--- config.mk ---
export PLATFORM = sky130hd
export DESIGN_NAME = carregador_programa
export DESIGN_NICKNAME = d
export VERILOG_FILES = /design/src/rtl/carregador_programa.sv
export SDC_FILE = /design/constraint.sdc
export NUM_CORES = 1
export LEC_CHECK = 0
export ABC_AREA = 1
export BUFFER_PORTS_ARGS = -buffer_cell sky130_fd_sc_hd__clkbuf_2
export CAP_MARGIN = 20
export CORE_ASPECT_RATIO = 1.1
export CORE_MARGIN = 2
export CORE_UTILIZATION = 30
export CTS_BUF_LIST = sky130_fd_sc_hd__clkbuf_4 sky130_fd_sc_hd__clkbuf_8 sky130_fd_sc_hd__clkbuf_16
export DETAILED_ROUTE_END_ITERATION = 7
export GPL_ROUTABILITY_DRIVEN = 0
export PLACE_DENSITY = 0.52
export RECOVER_POWER = 100
export SLEW_MARGIN = 20
export SYNTH_ARGS = -nofsm -noshare
export SYNTH_HDL_FRONTEND = slang
export SYNTH_SLANG_ARGS = --single-unit
--- constraint.sdc ---
create_clock -name clock -period 1.7 [get_ports clock]
set_input_delay 0.085 -clock clock [delete_from_list [all_inputs] [get_ports clock]]
set_output_delay 0.085 -clock clock [all_outputs]
set_load 0.005 [all_outputs]
--- src/rtl/carregador_programa.sv ---
// Byte-stream program loader: framed bytes in, sequential 16-bit memory writes out.
// Optional trailing checksum byte when LOADER_CHECKSUM_EN is defined.
module carregador_programa #(
    parameter int DATA_WIDTH = 16,
    parameter int ADDR_WIDTH = 16
) (
    input  logic                  clock,
    input  logic                  reset,
    input  logic                  start,
    input  logic [7:0]            byte_in,
    input  logic                  byte_valid,
    output logic                  byte_ready,
    output logic [DATA_WIDTH-1:0] mem_data,
    output logic [ADDR_WIDTH-1:0] mem_addr,
    output logic                  mem_we,
    output logic                  busy,
    output logic                  cpu_hold,
    output logic                  done,
    output logic                  error
);

    localparam int BPW = DATA_WIDTH / 8;

    typedef enum logic [3:0] {
        IDLE, ADDR_HI, ADDR_LO, CNT_HI, CNT_LO, DATA, CHECK, DONE, ERROR
    } state_t;

    state_t                state;
    logic [7:0]            addr_hi;
    logic [15:0]           cnt;
    logic [15:0]           cnt_next;
    logic [DATA_WIDTH-1:0] word;
    logic [DATA_WIDTH+7:0] cat;
    logic [1:0]            bidx;
    logic [ADDR_WIDTH-1:0] wr_addr;
    logic                  accept;
    logic                  last_byte;
`ifdef LOADER_CHECKSUM_EN
    logic [7:0]            sum;
`endif

    always_comb begin
        busy       = (state != IDLE) && (state != DONE) && (state != ERROR);
        byte_ready = busy;
        cpu_hold   = busy;
        accept     = byte_valid && byte_ready;
        cat        = {word, byte_in};
        cnt_next   = {cnt[15:8], byte_in};
        last_byte  = (bidx == 2'(BPW - 1));
    end

`ifndef LOADER_CHECKSUM_EN
    assign error = 1'b0;
`endif

    always_ff @(posedge clock) begin
        if (reset) begin
            state    <= IDLE;
            addr_hi  <= '0;
            cnt      <= '0;
            word     <= '0;
            bidx     <= '0;
            wr_addr  <= '0;
            mem_we   <= 1'b0;
            mem_data <= '0;
            mem_addr <= '0;
            done     <= 1'b0;
`ifdef LOADER_CHECKSUM_EN
            error    <= 1'b0;
            sum      <= '0;
`endif
        end else begin
            mem_we <= 1'b0;
`ifdef LOADER_CHECKSUM_EN
            if (accept) sum <= sum + byte_in;
`endif
            unique case (state)
                IDLE, DONE, ERROR: begin
                    if (start) begin
                        state <= ADDR_HI;
                        done  <= 1'b0;
                        bidx  <= '0;
`ifdef LOADER_CHECKSUM_EN
                        error <= 1'b0;
                        sum   <= '0;
`endif
                    end
                end
                ADDR_HI: begin
                    if (accept) begin
                        addr_hi <= byte_in;
                        state   <= ADDR_LO;
                    end
                end
                ADDR_LO: begin
                    if (accept) begin
                        wr_addr <= ADDR_WIDTH'({addr_hi, byte_in});
                        state   <= CNT_HI;
                    end
                end
                CNT_HI: begin
                    if (accept) begin
                        cnt[15:8] <= byte_in;
                        state     <= CNT_LO;
                    end
                end
                CNT_LO: begin
                    if (accept) begin
                        cnt <= cnt_next;
                        if (cnt_next == 16'd0) begin
`ifdef LOADER_CHECKSUM_EN
                            state <= CHECK;
`else
                            state <= DONE;
                            done  <= 1'b1;
`endif
                        end else begin
                            state <= DATA;
                        end
                    end
                end
                DATA: begin
                    if (accept) begin
                        word <= cat[DATA_WIDTH-1:0];
                        if (last_byte) begin
                            bidx     <= '0;
                            mem_we   <= 1'b1;
                            mem_data <= cat[DATA_WIDTH-1:0];
                            mem_addr <= wr_addr;
                            wr_addr  <= wr_addr + ADDR_WIDTH'(1);
                            cnt      <= cnt - 16'd1;
                            // Last word of the frame: finish on this same edge
                            if (cnt == 16'd1) begin
`ifdef LOADER_CHECKSUM_EN
                                state <= CHECK;
`else
                                state <= DONE;
                                done  <= 1'b1;
`endif
                            end
                        end else begin
                            bidx <= bidx + 2'd1;
                        end
                    end
                end
`ifdef LOADER_CHECKSUM_EN
                CHECK: begin
                    if (accept) begin
                        if (byte_in == sum) begin
                            state <= DONE;
                            done  <= 1'b1;
                        end else begin
                            state <= ERROR;
                            error <= 1'b1;
                        end
                    end
                end
`endif
                default: state <= IDLE;
            endcase
        end
    end

endmodule

==> results.md <==
- For this configuration, the core starts out at a cell density of 0.308.
- In the synthesized netlist, the cells that appear most often are sky130_fd_sc_hd__nand2_1 (100), sky130_fd_sc_hd__dfxtp_1 (87), sky130_fd_sc_hd__nor2_1 (83).
- At the placement stage, the worst setup path has a slack of 0.0565 ns.
- Counting I/O delays and the setup requirement, the final critical path takes 1.57 ns.
- After layout, the worst setup slack is 0.130 ns.
- In this run, the number of DRC markers left after iteration 0 of detailed routing was 204.
- Synthesis handed over a netlist of 609 instances.
- The number of nets in the layout is 678.
- In the post-synthesis netlist, the cell with the most instances is sky130_fd_sc_hd__nand2_1.
- The wire-length estimate of the detail-placed layout is 8.93 mm.
- The total via count after detailed routing is 4123.
- The flip-flop cell with the highest count after synthesis is sky130_fd_sc_hd__dfxtp_1.
- The type of the setup path with the least slack is flop to flop.
- Setup violations remaining at the end of the flow were counted as 0.
- The number of global-route vias before repair is 3857.
- Dividing the detail-routed wire length by the instance count gives 14.1 um.
- The average vias per placed instance is 4.82.
- The internal power component is 4.22 mW.
- Counting every sink on the clock net gives 87.
- After detailed routing, the number of remaining DRC violations is 0.
- In the synthesized netlist the async set-or-reset flop fraction comes to 0.
- The H-tree was split into 3 levels.
- The initial antenna violation count is 0.
- Entering global routing, the biggest net connects 34 pins.
- Of the post-synthesis cell area, the dominant cell type holds 0.410.
- The static power due to leakage is 2.11 nW.
- The flip-flop and latch count after synthesis is 87.
- The power per cell area is 1240 nW/um^2.
- The dominant cell type by area after synthesis is sky130_fd_sc_hd__dfxtp_1.
- The data required time of the critical path is 1.96 ns.
- The filler cell count in the final layout is 1461.
- Of the total power, registers draw 0.376.
- The area of the core region is 13800 sq um.
- Yosys attributes the largest share of cell area to sky130_fd_sc_hd__dfxtp_1 (41%), sky130_fd_sc_hd__o21ai_0 (9.5%), sky130_fd_sc_hd__a21oi_1 (9.0%).
- The count of input and output buffers is 48.
- The tool flagged a number of max-cap violations equal to 0.
- The proportion of power drawn by combinational gates is 0.279.
- In this run the count of I/O pins placed on the die edge is 50.
- The die covers 15100 sq um.
- The number of nets handed over by synthesis was 624.
- STA classifies the critical path startpoint as a flop.
- The worst-case IR drop observed on VDD is 0.487 mV.
- Setup repair after global routing could not meet its margin everywhere.
- The class of the worst hold path is input port to flop.
- For the worst-skew pair, the clock arrives at the later sink with an insertion delay of 0.34 ns.
- Leaving out filler cells and counting taps, the final layout contains 856.
- Measured along the x axis, the die boundary spans 117 um.
- The height of the chip is 129 um.
- In this run the worst path has a maximum fanout of 32.
- The sort of element at the end of the critical path is a flop.
- The cell count after placement is 833.
- The first global-routing pass estimated 19.5 mm of wire.
- TritonCTS created 9 clock buffers.
- The run finished with clean final reports.
- The count of cell types in the netlist is 34.
- The number of hold buffers added after CTS is 0.
- The number of instances on the worst hold path is 3.
- The largest buffer count on any clock path is 2.
- In this run, synthesis inferred 0 flip-flops with an integrated enable.
- For this run, the detailed router's first-pass iteration total came to 5.
- STA puts the critical path data arrival time at 1.83 ns.
- The highest clock frequency the design can meet is 637 MHz.
- Wires add up to 12.1 mm.
- The cell area after synthesis is 4250 sq um.
- The analysis attributes to net switching a power of 2.11 mW.
- The detail route stage leaves a number of antenna-violating nets equal to 0.
- The total global routing overflow is 0.
- The max-slew violation count came to 0.
- The final critical-path share of the clock period is 0.924.
- The number of endpoints with negative hold slack in the final report is 0.
- For this run, the total global-route usage over all layers was measured as 0.161.
- A synthesized cell averages 6.98 sq um.
- The worst-case reg-to-reg path depth is 9.
- The number of synthesis warnings is 0.
- The share of the Yosys chip area taken by registers is 0.410.
- The number of antenna diodes is 0.
- The clock slew at the register clock pins of the worst setup and hold paths is 0.07 ns.
- TritonCTS built the clock tree.
- Of the total power, the share spent switching nets is 0.333.
- The clock tree skew after final layout is 0.00985 ns.
- From synthesis to final layout, the design area changed by 20.6%.
- The buffer type at the clock tree root is sky130_fd_sc_hd__clkbuf_16.
- The proportion of layout cells with a drive suffix above 1 is 0.144.
- The share of total power in the clock network is 0.345.
- The floorplan row count is 45.
==> power groups by stage <==
stage / Sequential [mW] / Clock [mW] / Combinational (mW)
floorplan: 2.40 / 0 / 1.31
global placement: 2.42 / 0 / 1.69
detailed placement: 2.43 / 0 / 1.71
CTS: 2.38 / 2.23 / 1.72
global route: 2.41 / 2.30 / 2.02
finish: 2.38 / 2.19 / 1.77
==> cell usage in the layout (no fill, tap or decap), types with 3 or more instances in the layout <==
cell type / Yosys / layout
sky130_fd_sc_hd__nand2_1: 100 / 100
sky130_fd_sc_hd__dfxtp_1: 87 / 87
sky130_fd_sc_hd__o21ai_0: 81 / 81
sky130_fd_sc_hd__nor2_1: 83 / 80
sky130_fd_sc_hd__a21oi_1: 76 / 76
sky130_fd_sc_hd__inv_1: 59 / 58
sky130_fd_sc_hd__clkbuf_2: 0 / 28
sky130_fd_sc_hd__nand3_1: 26 / 24
sky130_fd_sc_hd__clkbuf_1: 9 / 20
sky130_fd_sc_hd__buf_4: 8 / 19
sky130_fd_sc_hd__clkbuf_16: 0 / 9
sky130_fd_sc_hd__nand4_1: 7 / 7
sky130_fd_sc_hd__o21ai_1: 7 / 7
sky130_fd_sc_hd__inv_2: 6 / 6
sky130_fd_sc_hd__a31oi_1: 6 / 6
sky130_fd_sc_hd__xor2_1: 6 / 6
sky130_fd_sc_hd__nor3_1: 5 / 5
sky130_fd_sc_hd__xnor2_1: 5 / 5
sky130_fd_sc_hd__buf_12: 0 / 5
sky130_fd_sc_hd__nor2_4: 3 / 3
sky130_fd_sc_hd__nor2_2: 0 / 3
sky130_fd_sc_hd__and2_1: 3 / 3
sky130_fd_sc_hd__a211oi_2: 3 / 3
sky130_fd_sc_hd__ha_1: 3 / 3
==> per-layer routing <==
layer,routed length [um],GRT usage,share of wire
met1,5480,0.204,0.45
met2,5810,0.273,0.48
met3,408,0.0244,0.034
met4,363,0.0744,0.030
met5,0,0,0
==> worst max-delay path, cell delays in order (launching register included) <==
cell	delay, ns
sky130_fd_sc_hd__dfxtp_1	0.32
sky130_fd_sc_hd__inv_2	0.08
sky130_fd_sc_hd__nand3_4	0.14
sky130_fd_sc_hd__buf_12	0.21
sky130_fd_sc_hd__nand2_4	0.08
sky130_fd_sc_hd__nand3_4	0.13
sky130_fd_sc_hd__buf_4	0.22
sky130_fd_sc_hd__a21oi_1	0.13
sky130_fd_sc_hd__nand2_1	0.06
sky130_fd_sc_hd__a21oi_1	0.12
==> sequential cells by signal, summed over array words and instances (netlist names) <==
| name | cells |
|---|---|
| word | 8 |
| done | 1 |
| state | 3 |
| mem_addr | 16 |
| wr_addr | 16 |
| mem_we | 1 |
| mem_data | 16 |
| bidx | 2 |
| addr_hi | 8 |
| cnt | 16 |
==> per-stage QoR <==
| stage | power, mW | utilization | instance area, sq um | hold WS [ns] | TNS [ns] |
|---|---|---|---|---|---|
| after floorplan | 3.70 | - | 4250 | 0.154 | 0 |
| after global placement | 4.11 | 0.343 | 4730 | 0.427 | 0 |
| after detailed placement | 4.14 | 0.343 | 4730 | 0.431 | 0 |
| after CTS | 6.33 | 0.367 | 5060 | 0.100 | 0 |
| after global routing | 6.73 | 0.371 | 5120 | 0.118 | -0.0393 |
| final | 6.34 | 0.371 | 5120 | 0.104 | 0 |
==> timing repair <==
| action | in CTS | in global routing |
|---|---|---|
| endpoints found under the setup margin | 0 | 54 |
| buffers inserted | 0 | 7 |
| resized for setup | 0 | 8 |
==> final timing paths <==
path | from | to | slack [ns]
worst min register to register | bidx[1] | bidx[1] | 0.44
worst max register to register | state[1] | wr_addr[13] | 0.13
worst min-delay path | byte_in[6] | word[6] | 0.10
worst max-delay path | state[1] | wr_addr[13] | 0.13
==> layout make-up <==
cell class                 instances  area, sq um  share of cell area
tap                              188          235              0.0459
multi-input combinational        426         2100               0.410
clock buffer                      10          239              0.0467
sequential                        87         1740               0.340
timing repair buffer              72          458              0.0894
inverter                          67          256              0.0501
clock inverter                     6         92.6              0.0181
==> kinds of logic (layout without fill, tap and decap cells) <==
group                    count (synthesis)  count (layout)  synth area share
AO/OA/AOI/OAI                          177             177             0.219
adder cells (fa/ha/maj)                  3               3           0.00884
flip-flops                              87              87             0.410
other                                    1               1          0.000883
AND/OR/NAND/NOR                        234             234             0.239
XOR/XNOR                                11              11            0.0227
buffers and inverters                   96             155             0.100
(Power assumes the default switching activity.)
